===== src/rtl/db_left_ctrl.sv =====
// db_left_ctrl: sequences the left-neighbour pixel buffer of the deblocking
// filter. STORE streams one LCU's left column (DEPTH words) into a single-port
// RAM; LOAD streams it back through a 2-entry skid FIFO, or streams zeros for
// the first LCU of a row, where no left neighbour exists.
//
// state | meaning
// ------+-----------------------------------------------------------
// IDLE  | waiting for start_i; RAM idle, no stream handshakes
// STORE | accepting DEPTH words, writing each to RAM as it arrives
// LOAD  | issuing reads (or zero fills) and draining the output FIFO
// DONE  | single-cycle completion pulse, then back to IDLE
module db_left_ctrl #(
  parameter int DATA_WIDTH = 128,
  parameter int ADDR_WIDTH = 4,
  parameter int DEPTH      = 16
) (
  input  logic                  clk,
  input  logic                  rst,
  input  logic                  start_i,
  input  logic                  mode_i,
  input  logic                  first_i,
  input  logic                  wr_valid_i,
  input  logic [DATA_WIDTH-1:0] wr_data_i,
  output logic                  wr_ready_o,
  output logic                  rd_valid_o,
  output logic [DATA_WIDTH-1:0] rd_data_o,
  input  logic                  rd_ready_i,
  output logic                  rd_last_o,
  output logic                  busy_o,
  output logic                  done_o,
  output logic                  cen_o,
  output logic                  wen_o,
  output logic                  ren_o,
  output logic [ADDR_WIDTH-1:0] addr_o,
  output logic [DATA_WIDTH-1:0] ram_wdata_o,
  input  logic [DATA_WIDTH-1:0] ram_rdata_i
);

  // One extra bit so a count of DEPTH never aliases address 0.
  localparam int CW = ADDR_WIDTH + 1;
  localparam logic [CW-1:0] DEPTH_C = CW'(DEPTH);
  localparam logic [CW-1:0] LAST_C  = CW'(DEPTH - 1);

  typedef enum logic [1:0] {
    S_IDLE  = 2'd0,
    S_STORE = 2'd1,
    S_LOAD  = 2'd2,
    S_DONE  = 2'd3
  } state_t;

  state_t                state;
  logic [CW-1:0]         cnt;       // words written (STORE) or reads issued (LOAD)
  logic [CW-1:0]         pop_cnt;   // words consumed by the filter in LOAD
  logic                  zero_q;    // LOAD streams zeros instead of RAM data
  logic                  inflight;  // a read (or zero fill) lands in the FIFO this cycle
  logic [DATA_WIDTH-1:0] fifo0;
  logic [DATA_WIDTH-1:0] fifo1;
  logic                  wr_ptr;
  logic                  rd_ptr;
  logic [1:0]            fifo_cnt;

  logic                  wr_hs;
  logic                  pop;
  logic [2:0]            occ;
  logic                  rd_issue;
  logic                  ram_rd;

  // Handshake decode and read-issue throttle; the slot freed by a same-cycle
  // pop is counted so a continuously ready consumer gets one word per cycle.
  always_comb begin
    wr_hs      = (state == S_STORE) && wr_valid_i;
    rd_valid_o = (state == S_LOAD) && (fifo_cnt != 2'd0);
    pop        = rd_valid_o && rd_ready_i;
    occ        = {1'b0, fifo_cnt} + {2'b00, inflight} - {2'b00, pop};
    rd_issue   = (state == S_LOAD) && (cnt < DEPTH_C) && (occ < 3'd2);
    ram_rd     = rd_issue && !zero_q;
  end

  // RAM port and stream outputs; writes are issued in the handshake cycle.
  always_comb begin
    wr_ready_o  = (state == S_STORE);
    cen_o       = !(wr_hs || ram_rd);
    wen_o       = !wr_hs;
    ren_o       = !((state == S_LOAD) && inflight && !zero_q);
    addr_o      = (wr_hs || ram_rd) ? cnt[ADDR_WIDTH-1:0] : '0;
    ram_wdata_o = wr_hs ? wr_data_i : '0;
    rd_data_o   = rd_valid_o ? (rd_ptr ? fifo1 : fifo0) : '0;
    rd_last_o   = rd_valid_o && (pop_cnt == LAST_C);
    busy_o      = (state != S_IDLE);
    done_o      = (state == S_DONE);
  end

  // Controller FSM with its counters and the 2-entry output FIFO.
  always_ff @(posedge clk or posedge rst) begin
    if (rst) begin
      state    <= S_IDLE;
      cnt      <= '0;
      pop_cnt  <= '0;
      zero_q   <= 1'b0;
      inflight <= 1'b0;
      fifo0    <= '0;
      fifo1    <= '0;
      wr_ptr   <= 1'b0;
      rd_ptr   <= 1'b0;
      fifo_cnt <= 2'd0;
    end else begin
      case (state)
        S_IDLE: begin
          if (start_i) begin
            cnt      <= '0;
            pop_cnt  <= '0;
            zero_q   <= first_i;
            inflight <= 1'b0;
            wr_ptr   <= 1'b0;
            rd_ptr   <= 1'b0;
            fifo_cnt <= 2'd0;
            state    <= mode_i ? S_LOAD : S_STORE;
          end
        end
        S_STORE: begin
          if (wr_hs) begin
            cnt <= cnt + 1'b1;
            if (cnt == LAST_C) state <= S_DONE;
          end
        end
        S_LOAD: begin
          inflight <= rd_issue;
          if (rd_issue) cnt <= cnt + 1'b1;
          // RAM data is only valid in the cycle after the read was issued.
          if (inflight) begin
            if (wr_ptr) fifo1 <= zero_q ? '0 : ram_rdata_i;
            else        fifo0 <= zero_q ? '0 : ram_rdata_i;
            wr_ptr <= ~wr_ptr;
          end
          if (pop) begin
            rd_ptr  <= ~rd_ptr;
            pop_cnt <= pop_cnt + 1'b1;
            if (pop_cnt == LAST_C) state <= S_DONE;
          end
          fifo_cnt <= fifo_cnt + {1'b0, inflight} - {1'b0, pop};
        end
        S_DONE: begin
          inflight <= 1'b0;
          state    <= S_IDLE;
        end
        default: state <= S_IDLE;
      endcase
    end
  end

endmodule


===== config.mk =====
export PLATFORM = sky130hd
export DESIGN_NAME = db_left_ctrl
export DESIGN_NICKNAME = d
export VERILOG_FILES = /design/src/rtl/db_left_ctrl.sv
export SDC_FILE = /design/constraint.sdc
export NUM_CORES = 1
export LEC_CHECK = 0
export ABC_AREA = 1
export CORE_AREA = 3 3 208 210
export DETAILED_ROUTE_END_ITERATION = 8
export DIE_AREA = 0 0 211 213
export HOLD_SLACK_MARGIN = 0.02
export PLACE_DENSITY_LB_ADDON = 0.3
export SKIP_LAST_GASP = 1
export SLEW_MARGIN = 10
export SYNTH_ARGS = -nofsm -noshare
export SYNTH_HDL_FRONTEND = slang
export SYNTH_SLANG_ARGS = --single-unit

===== constraint.sdc =====
create_clock -name clk -period 17.5 [get_ports clk]
set_input_delay 1.75 -clock clk [delete_from_list [all_inputs] [get_ports clk]]
set_output_delay 1.75 -clock clk [all_outputs]
set_load 0.05 [all_outputs]

=== Word-level counts from Yosys, hierarchy flattened ===
Cells that the tools add are included.

* Add/subtract/negate cells: 6
* $lt $le $gt $ge: 2
* Bitwise logic cells: 2
* Equality and inequality tests: 12
* Muxes and demuxes: 26
* Reduce and logical (&&, ||, !) cells: 29

{| class="wikitable"
|+ Operators with widths
! kind !! count
|-
| 128-bit two-way mux || 4
|-
| 5-bit two-way mux || 4
|-
| 5-bit case mux with 3 select lines || 1
|-
| 2-bit two-way mux || 7
|-
| 3-bit AND reduction || 4
|-
| 5-bit by 1-bit adder with 5-bit output, second input constant || 2
|-
| 5-bit by 4-bit == test with 1-bit output, second input constant || 2
|-
| 5-bit case mux with 2 select lines || 1
|-
| 1-bit logical AND || 9
|-
| 2-bit != test, second input constant || 4
|-
| 2-bit case mux with 4 select lines || 1
|-
| 2-bit by 1-bit != test with 1-bit output, second input constant || 3
|-
| 2-bit AND reduction || 3
|-
| 2-bit nonzero test || 3
|-
| 3-bit nonzero test || 2
|-
| 5-bit less-than comparator, second input constant || 1
|-
| 5-bit AND reduction || 1
|-
| 2-bit == test, second input constant || 2
|-
| 1-bit zero test || 4
|-
| 4-bit two-way mux || 1
|-
| 1-bit case mux with 2 select lines || 2
|-
| 2-bit case mux with 2 select lines || 1
|-
| 4-bit AND reduction || 1
|-
| 2-bit by 1-bit adder with 3-bit output || 1
|-
| 10 further kinds || 13
|}

* Register bits after elaboration: 274
* Bits of input ports: 263
* Output and inout port bits: 268
* Word-level logic and storage cells: 87

=== Logic depth before layout (Yosys ltp) ===
Gate-level depths: netlist of run 1.

* Depth in word-level cells: 9
* Mapped depth: 20
* Depth with buffers taken out: 18

=== Least setup slack after synthesis of run 1 ===
OpenSTA, ideal clock, no wires.

* Path kind: in2out
* From: input rd_ready_i
* To: output addr_o[0]
* Data arrival time: 3.867 ns
* Setup slack: 11.883 ns
* Stages: 11
* Cell sequence: nand3_1 nand2_1 ha_1 inv_1 fa_1 nand2_1 nor2_1 nand2_1 o21ai_1 inv_1 nor2_1

* Word-level cells in the longest chain between the ends: 7

{| class="wikitable"
|+ RTL lines
! item !! RTL line !! text
|-
| from (decl) || 27 || <nowiki>input logic rd_ready_i,</nowiki>
|-
| 1-bit logical AND || 73 || <nowiki>pop = rd_valid_o && rd_ready_i;</nowiki>
|-
| 3-bit by 1-bit subtractor with 3-bit output || 74 || <nowiki>occ = {1'b0, fifo_cnt} + {2'b00, inflight} - {2'b00, pop};</nowiki>
|-
| 3-bit by 2-bit less-than comparator with 1-bit output || 75 || <nowiki>rd_issue = (state == S_LOAD) && (cnt < DEPTH_C) && (occ < 3'd2);</nowiki>
|-
| 1-bit logical AND || 75 ||
|-
| 1-bit logical AND || 76 || <nowiki>ram_rd = rd_issue && !zero_q;</nowiki>
|-
| 1-bit logical OR || 85 || <nowiki>addr_o = (wr_hs || ram_rd) ? cnt[ADDR_WIDTH-1:0] : '0;</nowiki>
|-
| 4-bit two-way mux || 85 ||
|-
| to (decl) || 34 || <nowiki>output logic [ADDR_WIDTH-1:0] addr_o,</nowiki>
|}

Every way passes these cells.

=== Worst setup path in the final report of run 1 ===
* From: register state[0]
* To: output cen_o

* Word-level cells in the longest chain between the ends: 9
* Elaborated cells between the ends (all ways): 12
* Those cells by class: 1 x add/sub; 1 x order compare; 2 x eq/ne; 8 x reduce/logical

{| class="wikitable"
|+ RTL lines
! item !! RTL line !! text
|-
| from (decl) || 51 || <nowiki>state_t state;</nowiki>
|-
| from (signal assigned) || 117 || <nowiki>state <= mode_i ? S_LOAD : S_STORE;</nowiki>
|-
| 2-bit == test || 72, 75 ||
|-
| 1-bit logical AND || 72 || <nowiki>rd_valid_o = (state == S_LOAD) && (fifo_cnt != 2'd0);</nowiki>
|-
| 1-bit logical AND || 73 ||
|-
| 3-bit by 1-bit subtractor with 3-bit output || 74 ||
|-
| 3-bit by 2-bit less-than comparator with 1-bit output || 75 ||
|-
| 1-bit logical AND || 75 ||
|-
| 1-bit logical AND || 76 ||
|-
| 1-bit logical OR * || 82 || <nowiki>cen_o = !(wr_hs || ram_rd);</nowiki>
|-
| 1-bit zero test * || 82 ||
|-
| to (decl) || 31 || <nowiki>output logic cen_o,</nowiki>
|}

Mark *: on every way between the ends. The rest lies on a longest branch, timed or not.

==> reports/results.ini, run 1 <==
[global_routing]
grt_pass1_wl_mm=89.2
overflow=0
grt_pass1_vias=14600
grt_max_degree=163
antenna_found_initial=27
grt_use_total=0.263

[finish]
final_layout_size_suffix_gt1_frac=0.0687
final_util=0.524
mostFrequentLayoutCells=530 x clkdlybuf4s50_1, 446 x inv_1, 439 x nand2_1
stdcell_area_um2=21900
stdcell_count=3115
area_growth_pct=42.6
final_nets=2812
final_common_cell=clkdlybuf4s50_1
fill_cells=3968

[synthesis]
synth_area_um2=15300
netlist-cell-type-count=27
synth_edf_count=0
async_flop_share=1.00
synth_nets=2351
postSynthCellCount=2076
yosysSeqAreaShare=0.447
synth_ff_type=dfrtp_1
yosys_warnings=0
ys_seq_elements=274
postSynthAreaPerCell_um2=7.39

[timing]
fin_skew_ns=0.0260
setup_violations=0
min_period_ns=6.62
rsz0062_at_grt=false
max-slew-margin-rel=0.210
period_share=0.379
setup_tns_ns=0
fmax_mhz=151
final-hold-violation-count=0
setup_ws_ns=10.88
maxSlewViolCount=0
whs_ns=0.486
tightestPinTransition_ns=1.18

[clock_network]
post_cts_buffers=0
ctsRootBufferMaster=clkbuf_16
cts_resized=0
clock_path_buffers=3
clk_latency_ns=0.58
cts_max_level=1
hold_buffers=0
cts_tree=yes
cts.sinks=274
clkTransAtPathRegs_ns=0.06
cts_buffers=30

[floorplanning]
die_width_um=211
die_area_um2=44900
core_area_um2=41800
rows=75
start_util=0.367
io_pins=531
die_h_um=213

[routing]
wl_per_cell_um=19.8
initialDrtViolationCount=1314
num_vias=14900
viasPerCell=4.80
first_pass_iters=6
routed_wl_mm=61.7
drc=0
postRouteAntennaNets=0

[placed_design]
place_congestion=0.923
hpwl_mm=46.4
dp.cells=3044
post-place-ws_ns=11.04
io_buffers=530
placed_area_um2=20800

[pwr]
pwr-share-seq=0.337
switching_share=0.416
p_leak_nw=11.3
p_total_mw=2.74
p_sw_mw=1.14
p_comb_frac=0.420
p_clk_frac=0.243
power.density_nw_per_um2=125
p_int_mw=1.60
ir_worst_vdd_mv=0.0756

[job]
cap_violations=0

[worst_hold_path]
hold_class=reg2reg

[run_status]
status=complete, no violations

[worst_setup_path]
cp_max_fo=64
worstSetupPathType=reg2out
critPathLaunchType=flip-flop
end_kind=output port
worstPathRequired_ns=15.75
cp.arrival_ns=4.87

==> path summary, 6_finish.rpt <==
check	startpoint	to	slack (ns)	cells past startpoint
hold reg to reg	fifo1[122]	fifo1[122]	0.49	1
max in group asynchronous	rst	rd_ptr	14.25	3
setup / recovery	state[0]	cen_o	10.88	17
hold / removal	fifo1[122]	fifo1[122]	0.49	1
setup reg to reg	state[0]	cnt[3]	13.77	18
min in group asynchronous	rst	fifo1[59]	1.76	2
==> kinds of logic after synthesis <==
logic type	share of synthesized area
simple gates	0.182
compound gates	0.0898
mux	0.0947
buf+inv	0.176
fa+ha+maj	0.0103
flops	0.447
==> registers in the layout, indices dropped and copies added (netlist names), 2 cells and up <==
register and flops:
pop_cnt 5, state 2, cnt 5, fifo_cnt 2, fifo0 128, fifo1 128
==> cell usage after synthesis (2+ instances only) <==
library cell | instances | area share
nor2_1 | 273 | 0.067
clkbuf_1 | 32 | 0.0078
inv_1 | 447 | 0.11
a21oi_1 | 3 | 0.00098
o21ai_0 | 169 | 0.055
nand4_1 | 2 | 0.00082
inv_2 | 92 | 0.023
o21ai_1 | 99 | 0.032
nand3b_1 | 2 | 0.00098
nand2_1 | 440 | 0.11
mux2_2 | 9 | 0.0066
dfrtp_1 | 274 | 0.45
nor2_2 | 3 | 0.0012
nand3_1 | 11 | 0.0036
ha_1 | 11 | 0.0090
buf_2 | 42 | 0.014
buf_4 | 26 | 0.013
buf_6 | 13 | 0.0095
mux2_1 | 120 | 0.088
==> per-layer routing <==
metal	wire, um	part of all wire	track usage	vias to the layer above
li1	-	-	-	7012
met1	26300	0.43	0.354	7204
met2	28800	0.47	0.418	599
met3	4750	0.077	0.0655	114
met4	1860	0.030	0.0873	8
met5	34	0.00055	0	-
==> layout make-up <==
type,count,area (um^2),share of cell area
clock inverter,9,114,0.00520
inverter,539,2030,0.0928
tap,539,674,0.0308
timing repair buffer,543,5420,0.247
antenna,15,37.5,0.00172
multi-input combinational,1149,5810,0.265
sequential,274,6860,0.314
clock buffer,47,945,0.0432
==> worst max-delay path, stage by stage, from the launching register on <==
cell             delay (ns)
dfrtp_1                0.43
inv_1                  0.13
ha_1                   0.44
inv_2                  0.19
nor2_4                 0.15
buf_4                  0.66
nand2_1                0.11
nand2_1                0.09
nand2_1                0.05
ha_1                   0.18
inv_1                  0.07
fa_1                   0.43
nand2_1                0.08
nor2_1                 0.04
nand2_1                0.11
o21ai_1                0.07
inv_1                  0.20
clkdlybuf4s50_1        0.87
==> power by group through the flow <==
stage | Sequential, mW | Clock (mW) | Combinational, mW
6_report | 0.922 | 0.665 | 1.15
2_1_floorplan | 0.890 | 0 | 0.824
3_5_place_dp | 0.932 | 0 | 1.14
3_3_place_gp | 0.920 | 0 | 1.11
4_1_cts | 0.921 | 0.679 | 1.15
5_1_grt | 0.942 | 0.705 | 1.25
No activity file was read; power rests on OpenSTA's default activity.
==> run 2: changes to the inputs <==
--- a/config.mk
+++ b/config.mk
@@ -6,9 +6,9 @@
 export NUM_CORES = 1
 export LEC_CHECK = 0
 export ABC_AREA = 1
-export CORE_AREA = 3 3 208 210
+export CORE_AREA = 3 3 207 209
 export DETAILED_ROUTE_END_ITERATION = 8
-export DIE_AREA = 0 0 211 213
+export DIE_AREA = 0 0 210 212
 export HOLD_SLACK_MARGIN = 0.02
 export PLACE_DENSITY_LB_ADDON = 0.3
 export SKIP_LAST_GASP = 1
==> constraint.sdc (replaced) <==
create_clock -name clk -period 5.7 [get_ports clk]
set_input_delay 0.57 -clock clk [delete_from_list [all_inputs] [get_ports clk]]
set_output_delay 0.57 -clock clk [all_outputs]
set_load 0.05 [all_outputs]
==> run 2 against run 1 <==
Critical path depth fell by 1. Flip-flop and latch count did not move. Clock skew fell by 0.017 ns. Sequential power rose to 3.2 times the previous value. Die area fell by 0.94%.
==> reports/results.ini, run 2 (synthesis gave the netlist of run 1 again) <==
[clock_network]
cts.sinks=274  ; unchanged
cts_max_level=1  ; unchanged
ctsRootBufferMaster=clkbuf_16
cts_buffers=31  ; +3.3%
cts_tree=yes
post_cts_buffers=0  ; unchanged
clkTransAtPathRegs_ns=0.06  ; about the same
clk_latency_ns=0.56  ; -0.02 ns
clock_path_buffers=3  ; unchanged
cts_resized=0  ; unchanged
hold_buffers=0  ; unchanged

[timing]
fin_skew_ns=0.00904  ; -0.0170 ns
max-slew-margin-rel=0.218  ; +0.00821
setup_tns_ns=0  ; unchanged
setup_ws_ns=0.821  ; -10.05 ns
rsz0062_at_grt=false
tightestPinTransition_ns=1.17  ; -0.0151 ns
period_share=0.856
maxSlewViolCount=0  ; unchanged
fmax_mhz=205
final-hold-violation-count=0  ; unchanged
setup_violations=0  ; unchanged
min_period_ns=4.88

[global_routing]
overflow=0  ; unchanged
grt_max_degree=153  ; -6.1%
grt_use_total=0.254  ; -0.00882
grt_pass1_wl_mm=87.0  ; -2.6%
grt_pass1_vias=14600  ; -0.27%
antenna_found_initial=22  ; -19%

[routing]
postRouteAntennaNets=0  ; unchanged
wl_per_cell_um=19.0  ; -4.1%
first_pass_iters=8  ; +2
initialDrtViolationCount=1326  ; +0.91%
routed_wl_mm=59.1  ; -4.2%
num_vias=14800  ; -0.74%
drc=0  ; unchanged
viasPerCell=4.77  ; -0.62%

[worst_setup_path]
worstSetupPathType=reg2out
worstPathCellList=inv_1 -> ha_1 -> inv_2 -> nor2_4 -> nand3_1 -> nand2_1 -> ha_1 -> inv_1 -> fa_1 -> nand2_1 -> nor2_1 -> nand2_1 -> o21ai_1 -> inv_1 -> nor2_1 -> clkdlybuf4s50_1
crit_start=state[0]
cp_max_fo=11  ; -83%
r2r_start=state[0]
critPathLaunchType=flip-flop
crit_buf_inv=5  ; -1
worstPathRequired_ns=5.13  ; -10.62 ns
cp_slowest_cell=clkdlybuf4s50_1
end_kind=output port
cp_slowest_stage_delay_ns=0.81  ; -0.06 ns
cp.arrival_ns=4.31  ; -0.56 ns
critical-path-top-delay-family=buffers and inverters

[placed_design]
dp.cells=3037  ; -0.23%
place_congestion=0.928  ; +0.61%
hpwl_mm=44.1  ; -5.1%
io_buffers=530  ; unchanged
post-place-ws_ns=1.45  ; -9.59 ns

[finish]
stdcell_count=3111  ; -0.13%
final_nets=2813  ; +0.036%
mostFrequentLayoutCells=530 x clkdlybuf4s50_1, 446 x inv_1, 439 x nand2_1
final_layout_size_suffix_gt1_frac=0.0657  ; -0.00307
top_regs=fifo0 (128), fifo1 (128)
final_common_cell=clkdlybuf4s50_1
fill_cells=3822  ; -3.7%
area_growth_pct=42.3

[floorplanning]
core_area_um2=41000  ; -1.8%
die_area_um2=44500  ; -0.94%
io_pins=531  ; unchanged
die_width_um=210  ; -0.47%
rows=74  ; -1.3%
die_h_um=212  ; -0.47%
start_util=0.374  ; +0.00665

[pwr]
p_total_mw=8.25  ; +200%
power.density_nw_per_um2=378  ; +200%
p_leak_nw=11.3  ; -0.40%
ir_worst_vdd_mv=0.206  ; +170%

[worst_hold_path]
min-delay-start=fifo1[122]
hold_class=reg2reg

[job]
cap_violations=0  ; unchanged

[run_status]
status=complete, no violations

[run 2: cell types whose count changed in the layout (fill, tap and decap cells not counted)]
cell and delta:
clkbuf_16 +1, buf_4 -5, diode_2 +5, inv_8 -1, clkbuf_1 +6, bufinv_16 -1
clkinv_8 -1, inv_6 +1, clkbuf_8 -9, buf_12 +5, clkinv_2 +2
[run 2: metal layers]
metal  vias to the layer above  GRT usage  routed length (um)
met3                        97     0.0648                5060
li1                       7016          -                   -
met4                         2      0.101                2150
met2                       653      0.405               27500
met1                      7058      0.334               24400
met5                         -          0                  13
[run 2: path summary, 6_finish.rpt]
check | end | slack [ns] | cells after the start
setup / recovery | addr_o[2] | 0.82 | 16
hold / removal | fifo1[122] | 0.48 | 1
setup reg to reg | cnt[3] | 2.66 | 16
hold reg to reg | fifo1[122] | 0.48 | 1
max in group asynchronous | fifo1[56] | 4.38 | 3
min in group asynchronous | fifo0[117] | 0.55 | 3
[run 2: layout make-up]
type / instances / area [um^2] / area share
Timing Repair Buffer: 543 / 5480 / 0.251
Tap cell: 532 / 666 / 0.0305
Inverter: 539 / 2030 / 0.0928
Sequential cell: 274 / 6860 / 0.314
Antenna cell: 20 / 50.0 / 0.00229
Multi-Input combinational cell: 1149 / 5810 / 0.266
Clock buffer: 45 / 868 / 0.0398
Clock inverter: 9 / 78.8 / 0.00361
[run 2: metrics by stage]
step	util	cell area, um^2	hold slack, ns
finish	0.532	21800	0.484
global route	0.532	21800	0.495
CTS	0.531	21800	0.488
detailed placement	0.508	20800	0.475
global placement	0.508	20800	0.466
floorplan	-	15300	0.458
[run 2: worst register-to-register path, stage by stage, from the launching register on]
cell     delay (ns)
dfrtp_1        0.43
inv_1          0.13
ha_1           0.40
inv_2          0.17
nor2_4         0.17
nand3_1        0.10
nand2_1        0.09
ha_1           0.14
inv_1          0.06
fa_1           0.54
nand2_1        0.06
nor2_1         0.09
nand2_1        0.09
nand2_1        0.16
nand2_1        0.17
nand2_1        0.09
nand2_1        0.05
[run 2: power by group]
group          switching [mW]  internal [mW]  total (mW)
combinational            2.29           1.15        3.45
sequential              0.382           2.53        2.92
clock                   0.801           1.09        1.89
total                    3.47           4.78        8.25
